<file path="src/rtl/addsub_pkg.sv">
// addsub_pkg: shared types for the pipelined add/subtract unit.
// Op encoding, flag layout and configuration helpers.
package addsub_pkg;

  typedef enum logic {
    OP_ADD = 1'b0,
    OP_SUB = 1'b1
  } op_e;

  typedef struct packed {
    logic n;
    logic z;
    logic v;
    logic c;
  } flags_t;

  localparam int FLAG_N = 3;
  localparam int FLAG_Z = 2;
  localparam int FLAG_V = 1;
  localparam int FLAG_C = 0;

  function automatic bit cfg_ok(int width, int stages);
    return (stages >= 1) && (stages <= 8) &&
           (width % stages == 0);
  endfunction

  // Bit offset of skew block k inside the packed
  // pending-operand vector (block k is W-(k+1)*CHUNK wide).
  function automatic int pend_off(int width, int stages,
                                  int k);
    int off;
    int chunk;
    off = 0;
    chunk = width / stages;
    for (int j = 0; j < k; j++)
      off += width - (j + 1) * chunk;
    return off;
  endfunction

endpackage

</file>
<file path="src/rtl/addsub_if.sv">
// addsub_if: operand/result handshake bundle.
// master drives operands, slave is the adder.
interface addsub_if
  import addsub_pkg::*;
#(
  parameter int WIDTH = 64
) ();

  logic             in_valid;
  logic             in_ready;
  logic             op;
  logic [WIDTH-1:0] a;
  logic [WIDTH-1:0] b;
  logic             out_valid;
  logic             out_ready;
  logic [WIDTH-1:0] result;
  flags_t           flags;

  modport master (
    output in_valid, op, a, b, out_ready,
    input  in_ready, out_valid, result, flags
  );

  modport slave (
    input  in_valid, op, a, b, out_ready,
    output in_ready, out_valid, result, flags
  );

endinterface

</file>
<file path="src/rtl/addsub_chunk.sv">
// addsub_chunk: combinational CHUNK-bit ripple slice.
// b is inverted when op selects subtract.
module addsub_chunk #(
  parameter int CHUNK = 16
) (
  input  logic [CHUNK-1:0] a,
  input  logic [CHUNK-1:0] b,
  input  logic             op,
  input  logic             cin,
  output logic [CHUNK-1:0] sum,
  output logic             cout,
  output logic             cmsb_in,
  output logic             zero
);

  logic [CHUNK:0] c;
  logic           bx;

  // Ripple carry across the slice, recording the carry
  // into the top bit for overflow detection.
  always_comb begin
    c    = '0;
    sum  = '0;
    bx   = 1'b0;
    c[0] = cin;
    for (int i = 0; i < CHUNK; i++) begin
      bx       = b[i] ^ op;
      sum[i]   = a[i] ^ bx ^ c[i];
      c[i + 1] = (a[i] & bx) | (c[i] & (a[i] ^ bx));
    end
    cout    = c[CHUNK];
    cmsb_in = c[CHUNK-1];
    zero    = ~|sum;
  end

endmodule

</file>
<file path="src/rtl/addsub_pipe.sv">
// addsub_pipe: pipelined WIDTH-bit add/subtract with N/Z/V/C.
// One CHUNK per stage, carry and operands skewed stage to stage.
module addsub_pipe
  import addsub_pkg::*;
#(
  parameter int WIDTH  = 64,
  parameter int STAGES = 4
) (
  input logic     clk,
  input logic     reset,
  input logic     flush,
  addsub_if.slave bus
);

  localparam int CHUNK = WIDTH / STAGES;
  localparam int LAST  = STAGES - 1;

  if (!cfg_ok(WIDTH, STAGES)) begin : g_bad_cfg
    $error("addsub_pipe: WIDTH/STAGES unsupported");
  end

  logic adv;

  // Per-stage state; acc holds finished low bits and
  // still-pending A bits above them.
  logic [LAST:0]            vld_q, vld_d;
  logic [LAST:0]            cy_q, cy_d;
  logic [LAST:0]            zr_q, zr_d;
  logic [LAST:0][WIDTH-1:0] acc_q, acc_d;
  logic                     v_q, v_d;

  // Stage inputs and chunk outputs.
  logic [LAST:0]            s_vld, s_op, s_cin, s_zin;
  logic [LAST:0][WIDTH-1:0] s_acc;
  logic [LAST:0][CHUNK-1:0] s_b, sum_w;
  logic [LAST:0]            cout_w, cmsb_w, zero_w;

  logic [3:0] fl;

  assign adv          = !vld_q[LAST] || bus.out_ready;
  assign bus.in_ready = adv;

  if (STAGES > 1) begin : g_skew
    localparam int PW = pend_off(WIDTH, STAGES, LAST);

    logic [PW-1:0]   pb_q, pb_d;
    logic [LAST-1:0] op_q, op_d;

    for (genvar k = 0; k < LAST; k++) begin : g_blk
      localparam int OFF = pend_off(WIDTH, STAGES, k);
      localparam int BW  = WIDTH - (k + 1) * CHUNK;

      logic [BW-1:0] src;

      if (k == 0) begin : g_src
        assign src = bus.b[WIDTH-1:CHUNK];
      end else begin : g_src
        assign src = pb_q[pend_off(WIDTH, STAGES, k - 1)
                          + CHUNK +: BW];
      end

      assign pb_d[OFF +: BW] = adv ? src : pb_q[OFF +: BW];
      assign op_d[k]         = adv ? s_op[k] : op_q[k];
    end

    // Skewed B slices and op follow the datapath stall.
    always_ff @(posedge clk) begin
      if (reset) begin
        pb_q <= '0;
        op_q <= '0;
      end else begin
        pb_q <= pb_d;
        op_q <= op_d;
      end
    end
  end

  for (genvar g = 0; g < STAGES; g++) begin : g_stage
    if (g == 0) begin : g_in
      assign s_vld[g] = bus.in_valid;
      assign s_op[g]  = bus.op;
      assign s_cin[g] = (bus.op == OP_SUB);
      assign s_zin[g] = 1'b1;
      assign s_acc[g] = bus.a;
      assign s_b[g]   = bus.b[CHUNK-1:0];
    end else begin : g_in
      assign s_vld[g] = vld_q[g-1];
      assign s_op[g]  = g_skew.op_q[g-1];
      assign s_cin[g] = cy_q[g-1];
      assign s_zin[g] = zr_q[g-1];
      assign s_acc[g] = acc_q[g-1];
      assign s_b[g]   = g_skew.pb_q[
        pend_off(WIDTH, STAGES, g - 1) +: CHUNK];
    end

    addsub_chunk #(
      .CHUNK(CHUNK)
    ) u_chunk (
      .a      (s_acc[g][g*CHUNK +: CHUNK]),
      .b      (s_b[g]),
      .op     (s_op[g]),
      .cin    (s_cin[g]),
      .sum    (sum_w[g]),
      .cout   (cout_w[g]),
      .cmsb_in(cmsb_w[g]),
      .zero   (zero_w[g])
    );
  end

  // All stages advance together on a free slot; flush only
  // drops valid bits so a same-cycle accept is lost too.
  always_comb begin
    vld_d = vld_q;
    cy_d  = cy_q;
    zr_d  = zr_q;
    acc_d = acc_q;
    v_d   = v_q;
    if (adv) begin
      for (int k = 0; k < STAGES; k++) begin
        vld_d[k]                    = s_vld[k];
        acc_d[k]                    = s_acc[k];
        acc_d[k][k*CHUNK +: CHUNK]  = sum_w[k];
        cy_d[k]                     = cout_w[k];
        zr_d[k]                     = s_zin[k] & zero_w[k];
      end
      v_d = cmsb_w[LAST] ^ cout_w[LAST];
    end
    if (flush) vld_d = '0;
  end

  // Pipeline registers; reset clears everything.
  always_ff @(posedge clk) begin
    if (reset) begin
      vld_q <= '0;
      cy_q  <= '0;
      zr_q  <= '0;
      acc_q <= '0;
      v_q   <= 1'b0;
    end else begin
      vld_q <= vld_d;
      cy_q  <= cy_d;
      zr_q  <= zr_d;
      acc_q <= acc_d;
      v_q   <= v_d;
    end
  end

  // Flags are pure wiring from last-stage registers.
  always_comb begin
    fl         = '0;
    fl[FLAG_N] = acc_q[LAST][WIDTH-1];
    fl[FLAG_Z] = zr_q[LAST];
    fl[FLAG_V] = v_q;
    fl[FLAG_C] = cy_q[LAST];
  end

  assign bus.out_valid = vld_q[LAST];
  assign bus.result    = acc_q[LAST];
  assign bus.flags     = flags_t'(fl);

endmodule

</file>
<file path="src/flat_wrapper.sv">
// flat-port wrapper written by rule: the top's interface ports become plain ports
module addsub_pipe_flat import addsub_pkg::*;
#(
  parameter int WIDTH  = 64,
  parameter int STAGES = 4
)
  (clk, reset, flush, bus_in_valid, bus_op, bus_a, bus_b, bus_out_ready, bus_in_ready, bus_out_valid, bus_result, bus_flags);
  addsub_if #(.WIDTH(WIDTH)) bus_i ();
  input logic clk;
  input logic reset;
  input logic flush;
  input wire logic [$bits(bus_i.in_valid)-1:0] bus_in_valid;
  input wire logic [$bits(bus_i.op)-1:0] bus_op;
  input wire logic [$bits(bus_i.a)-1:0] bus_a;
  input wire logic [$bits(bus_i.b)-1:0] bus_b;
  input wire logic [$bits(bus_i.out_ready)-1:0] bus_out_ready;
  output wire logic [$bits(bus_i.in_ready)-1:0] bus_in_ready;
  output wire logic [$bits(bus_i.out_valid)-1:0] bus_out_valid;
  output wire logic [$bits(bus_i.result)-1:0] bus_result;
  output wire logic [$bits(bus_i.flags)-1:0] bus_flags;
  assign bus_i.in_valid = bus_in_valid;
  assign bus_i.op = bus_op;
  assign bus_i.a = bus_a;
  assign bus_i.b = bus_b;
  assign bus_i.out_ready = bus_out_ready;
  assign bus_in_ready = bus_i.in_ready;
  assign bus_out_valid = bus_i.out_valid;
  assign bus_result = bus_i.result;
  assign bus_flags = bus_i.flags;
  addsub_pipe #(.WIDTH(WIDTH), .STAGES(STAGES)) u_core (.clk(clk), .reset(reset), .flush(flush), .bus(bus_i));
endmodule
</file>
<file path="config.mk">
export PLATFORM = sky130hd
export DESIGN_NAME = addsub_pipe_flat
export DESIGN_NICKNAME = d
export VERILOG_FILES = /design/src/rtl/addsub_pkg.sv /design/src/rtl/addsub_if.sv /design/src/rtl/addsub_chunk.sv /design/src/rtl/addsub_pipe.sv /design/src/flat_wrapper.sv
export SDC_FILE = /design/constraint.sdc
export NUM_CORES = 1
export LEC_CHECK = 0
export CELL_PAD_IN_SITES_DETAIL_PLACEMENT = 1
export CELL_PAD_IN_SITES_GLOBAL_PLACEMENT = 1
export CORE_UTILIZATION = 37
export DETAILED_ROUTE_END_ITERATION = 10
export HOLD_SLACK_MARGIN = 0.1
export PLACE_DENSITY_LB_ADDON = 0.1
export SETUP_SLACK_MARGIN = 0.3
export SLEW_MARGIN = 30
export SYNTH_ARGS = -nofsm -noshare
export SYNTH_HDL_FRONTEND = slang
export SYNTH_SLANG_ARGS = --single-unit
</file>
<file path="constraint.sdc">
create_clock -name clk -period 9.5 [get_ports clk]
set_clock_uncertainty 0.2 [all_clocks]
set_input_delay 1.9 -clock clk [delete_from_list [all_inputs] [get_ports clk]]
set_output_delay 1.9 -clock clk [all_outputs]
set_load 0.02 [all_outputs]
</file>
After elaboration in Yosys (flattened, before gate mapping)

Cells that the tools add are included.

Bits in registers: 368
Input bits: 134
Output and inout bits: 70
Logic and storage cells: 409

Bitwise logic cells: 388
Reductions and logical operators: 11

Operators by type and width:

| kind                | number |
|---|---|
| XOR 1 bit           | 193 |
| bitwise AND 1 bit   | 131 |
| OR 1 bit            | 64 |
| OR reduction 16 bit | 4 |
| zero test 1 bit     | 5 |
| OR reduction 2 bit  | 1 |
| logical OR 1 bit    | 1 |

Logic depth before layout (Yosys ltp)

Depth in word-level cells: 36
Depth in mapped cells: 24
Gate-level depth less buffers: 23

Cells and area by module

From an unflattened synthesis, not the netlist that was laid out.

Cells, all modules: 1,936
Area total of the unflattened synthesis: 15,930.3 um^2

By module, submodules not included:

| module                                        | instances | cells each | area each (um^2) | seq. area each (um^2) |
|---|---|---|---|---|
| addsub_pipe                                   | 1         | 1,660      | 13,315.3         | 7,367.1 |
| addsub_chunk at u_core.g_stage[0].u_chunk ... | 3         | 69         | 656.9            | 0.0 |
| addsub_chunk at u_core.g_stage[3].u_chunk     | 1         | 69         | 644.4            | 0.0 |

Worst setup path before layout

Ideal clock, no wire load.

Path type: in2reg
Start point: input port bus_op
End point: register u_core.zr_q[0]
Library setup time: 0.084 ns
Data arrival time: 8.869 ns
Required time: 9.216 ns
Path slack: 0.346 ns
Stages: 23
Buffers on the path: 2
Cell sequence: buf_2 > buf_2 > xnor2_1 > fa_1 > fa_1 > fa_1 > fa_1 > fa_1 > fa_1 > fa_1 > fa_1 > fa_1 > fa_1 > fa_1 > fa_1 > inv_1 > fa_1 > inv_1 > fa_1 > inv_1 > fa_1 > or4_1 > o31ai_2

Longest elaborated chain between the ends: 35
Elaborated cells on any way between the ends: 95
Those cells by class: 93 x bitwise; 2 x reduce/logical

Ends and longest elaborated chain:

| what                                  | RTL line           | text |
|---|---|---|
| start: declaration                    | flat_wrapper.sv:13 | `input wire logic [$bits(bus_i.op)-1:0] bus_op;` |
| XOR 1 bit                             | addsub_chunk.sv:27 | `bx = b[i] ^ op;` |
| XOR 1 bit                             | addsub_chunk.sv:29 | `c[i + 1] = (a[i] & bx) \| (c[i] & (a[i] ^ bx));` |
| bitwise AND 1 bit                     | addsub_chunk.sv:29 |  |
| OR 1 bit                              | addsub_chunk.sv:29 |  |
| bitwise AND 1 bit                     | addsub_chunk.sv:29 |  |
| OR 1 bit                              | addsub_chunk.sv:29 |  |
| bitwise AND 1 bit                     | addsub_chunk.sv:29 |  |
| OR 1 bit                              | addsub_chunk.sv:29 |  |
| [20 not listed]                       | -                  |  |
| bitwise AND 1 bit                     | addsub_chunk.sv:29 |  |
| OR 1 bit                              | addsub_chunk.sv:29 |  |
| bitwise AND 1 bit                     | addsub_chunk.sv:29 |  |
| OR 1 bit                              | addsub_chunk.sv:29 |  |
| XOR 1 bit *                           | addsub_chunk.sv:28 | `sum[i] = a[i] ^ bx ^ c[i];` |
| net u_core.g_stage[0].u_chunk.sum[15] | addsub_chunk.sv:10 | `output logic [CHUNK-1:0] sum,` |
| OR reduction 16 bit *                 | addsub_chunk.sv:33 | `zero = ~\|sum;` |
| zero test 1 bit *                     | addsub_chunk.sv:33 |  |
| end signal: assignment                | addsub_pipe.sv:142 | `zr_q <= zr_d;` |
| end: declaration                      | addsub_pipe.sv:28  | `logic [LAST:0] zr_q, zr_d;` |

Mark *: on every way through the listed nets, which the timed path passes. The rest lies on a longest branch.
A chain may end at the register's enable or synchronous reset.

Worst setup path in the final report

Start point: input port bus_b[0]
End point: register u_core.zr_q[0]

Longest elaborated chain between the ends: 35
Elaborated cells on any way between the ends: 51
Those cells by class: 49 x bitwise; 2 x reduce/logical

Ends and longest elaborated chain:

| what                                  | RTL line           | text |
|---|---|---|
| start: declaration                    | flat_wrapper.sv:15 | `input wire logic [$bits(bus_i.b)-1:0] bus_b;` |
| XOR 1 bit *                           | addsub_chunk.sv:27 |  |
| XOR 1 bit                             | addsub_chunk.sv:29 |  |
| bitwise AND 1 bit                     | addsub_chunk.sv:29 |  |
| OR 1 bit *                            | addsub_chunk.sv:29 |  |
| bitwise AND 1 bit *                   | addsub_chunk.sv:29 |  |
| OR 1 bit *                            | addsub_chunk.sv:29 |  |
| bitwise AND 1 bit *                   | addsub_chunk.sv:29 |  |
| OR 1 bit *                            | addsub_chunk.sv:29 |  |
| [20 not listed]                       | -                  |  |
| bitwise AND 1 bit *                   | addsub_chunk.sv:29 |  |
| OR 1 bit *                            | addsub_chunk.sv:29 |  |
| bitwise AND 1 bit *                   | addsub_chunk.sv:29 |  |
| OR 1 bit *                            | addsub_chunk.sv:29 |  |
| XOR 1 bit *                           | addsub_chunk.sv:28 |  |
| net u_core.g_stage[0].u_chunk.sum[15] | addsub_chunk.sv:10 |  |
| OR reduction 16 bit *                 | addsub_chunk.sv:33 |  |
| zero test 1 bit *                     | addsub_chunk.sv:33 |  |

Marked as above.

==> results.toml <==
[critical_path]
cp.arrival_ps = 9250
worstSetupPathType = "input port to register"
cpMostUsedCell = "fa_1"
slowest_delay_ps = 570
cp_top_family = "adder cells"
crit_path_top_delay_cell = "or4_1"
end_kind = "register"
path_max_fanout = 2
crit_path_cell_trace = "clkdlybuf4s50_1, mux2i_1, fa_1, fa_1, fa_1, fa_1, fa_2, fa_1, fa_1, fa_1, fa_1, fa_1, fa_1, fa_1, inv_1, fa_1, inv_1, fa_1, inv_1, fa_1, or4_1, o31ai_2"
cp-start-kind = "input port"
critPathRequiredTime_ps = 9770
worst-path-buf-inv = 4

[logic_synthesis]
synthesis.nets = 2029
ys_seq_area_share_pct = 48.2
synth_area_mm2 = 0.0153
yosysWarningCount = 0
syn_area_per_cell_um2 = 8.35
synth_cell_types = 28
synth-seq-cells = 368
synthCells = 1832

[placement]
io_buffers = 203
dp_slack_ps = -130
gp_congestion = 0.793
dpl.hpwl_um = 26700
dpl-instance-area_mm2 = 0.0170

[final_layout]
nets = 2093
final_common_cell = "nand2_1"
fillers = 4780
regArea_mm2 = 0.00737
antenna_cells = 0
mostFrequentLayoutCells = "611 x nand2_1, 368 x dfxtp_1, 304 x a21oi_1, 201 x clkdlybuf4s50_1, 71 x inv_1"
area_delta_synth_final_pct = 21.1
fin_util_pct = 45.3
drive_gt1_share_pct = 4.72
multiInputGateArea_mm2 = 0.00656
final_area_mm2 = 0.0185

[drt]
firstDrtPassIters = 4
vias_per_cell = 4.75
vias = 11700
drt-total-wl_um = 39600
initialDrtViolationCount = 416
wl_per_cell_um = 16.1
ant_nets = 0
drc = 0

[timing]
tightest_slew_ps = 967
rsz0062_at_grt = "no"
hold_slack_ps = 250
max_freq_mhz = 111
setup_violations = 0
worst_slack_ps = 512
relSlewSlack_pct = 35.5
finalCriticalPeriod_ps = 8990
drv_slew = 0
fin_crit_sh_pct = 94.6
hold_violations = 0

[cts]
htree_levels = 2
cts_num_sinks = 368
path_clk_slew_ps = 60
cts_tree = "done"
cts_buffers = 41
cts_hold_buffers = 0
insertion_delay_ps = 560
cts.path.max_buffers = 3
root_buffer = "clkbuf_16"

[global_routing]
grt_first_pass_wirelength_um = 62800
grt_pass1_vias = 12100
antenna_found_initial = 1
grt_start_max_net_pins = 168
grt_usage_pct = 18.9
gr-total-overflow = 0

[floorplanning]
die-width_um = 205
num_rows = 74
core_region_area_mm2 = 0.0408
start_util_pct = 37.5
fp.dieH_um = 205
ios = 204
die-area_mm2 = 0.0422

[worst_hold_path]
hp-class = "register to register"

[flow_run]
drv_cap = 0

[outcome]
status = "complete, no violations"

[power_and_ir_drop]
ir_drop_mv = 0.139
p_total_w = 0.00378
power_density_mw_per_mm2 = 204
leakage_nw = 6.92
==> power by group <==
part	switching, W	internal (W)	leakage [nW]
Sequential	0.0000526	0.00164	3.03
Clock	0.000642	0.00107	0.736
Combinational	0.000192	0.000183	3.16
Total	0.000887	0.00290	6.92
==> layer usage <==
layer	wire (µm)	part of all wire, %	global-route usage, %	vias to the layer above
li1	-	-	-	5904
met1	17400	44	22.8	5580
met2	20300	51	34.6	146
met3	1320	3.3	3.45	45
met4	622	1.6	4.50	0
met5	0	0	0	-
==> layout make-up <==
class / count / area share (%)
tap: 532 / 3.60
timing repair buffer: 218 / 11.7
clock inverter: 12 / 1.02
inverter: 72 / 1.50
clock buffer: 63 / 6.97
sequential: 368 / 39.8
multi-input combinational: 1195 / 35.4
==> cell usage after synthesis (all sizes together) <==
library cell    n  area (µm²)
nand4           9        56.3
mux2i           4        40.0
or2             2        12.5
xnor2          57         499
a22o            3        26.3
or4             1        7.51
fa             63        1260
nor3b           1        7.51
a21oi         304        1520
buf           149         927
clkbuf         48         180
or3             1        6.26
nor4            3        18.8
nor2b           1        6.26
nor2           57         214
inv            72         270
nand2         611        2290
nand4b          3        26.3
dfxtp         368        7370
nand3           3        15.0
nor3            7        35.0
o31ai           1        12.5
a211oi         56         420
xor2            8        70.1
==> stage by stage <==
step,TNS [ps],instances
2_1_floorplan,0,1832
6_report,0,2460
3_3_place_gp,0,2385
4_1_cts,0,2460
3_5_place_dp,-130,2385
5_1_grt,0,2460
==> sequential cells by signal, summed over array words and instances, names as in the netlist <==
signal,cells
u_core.acc_q,192
u_core.g_skew.pb_q,96
u_core.bus.result,64
u_core.cy_q,4
u_core.vld_q,4
u_core.zr_q,4
u_core.g_skew.op_q,3
u_core.v_q,1
==> repair_timing <==
action,CTS,global route
setup buffers,0,0
endpoints found under the setup margin,0,1
resized for setup,0,2
==> worst paths after layout <==
check | start | endpoint | slack (ps) | cells after the start
max reg2reg | u_core.g_skew.pb_q[0] | u_core.zr_q[1] | 1180 | 23
max | bus_b[0] | u_core.zr_q[0] | 510 | 22
min | u_core.bus.result[16] | u_core.bus.result[16] | 250 | 2
min reg2reg | u_core.bus.result[16] | u_core.bus.result[16] | 250 | 2
==> worst min-delay path, delay by kind of cell, from the launching register on <==
family | cells | cell delay [ps]
flip-flops | 1 | 300
AO/OA/AOI/OAI | 1 | 50
AND/OR/NAND/NOR | 1 | 50
==> logic make-up after synthesis <==
| kind of cell | Yosys count | share of synthesized area [%] |
|---|---|---|
| simple gates | 699 | 17.6 |
| flops | 368 | 48.2 |
| compound gates | 364 | 12.9 |
| buf+inv | 269 | 9.01 |
| xor+xnor | 65 | 3.72 |
| fa+ha+maj | 63 | 8.25 |
| mux | 4 | 0.262 |
Note: power is estimated with default switching activity, not from simulation.
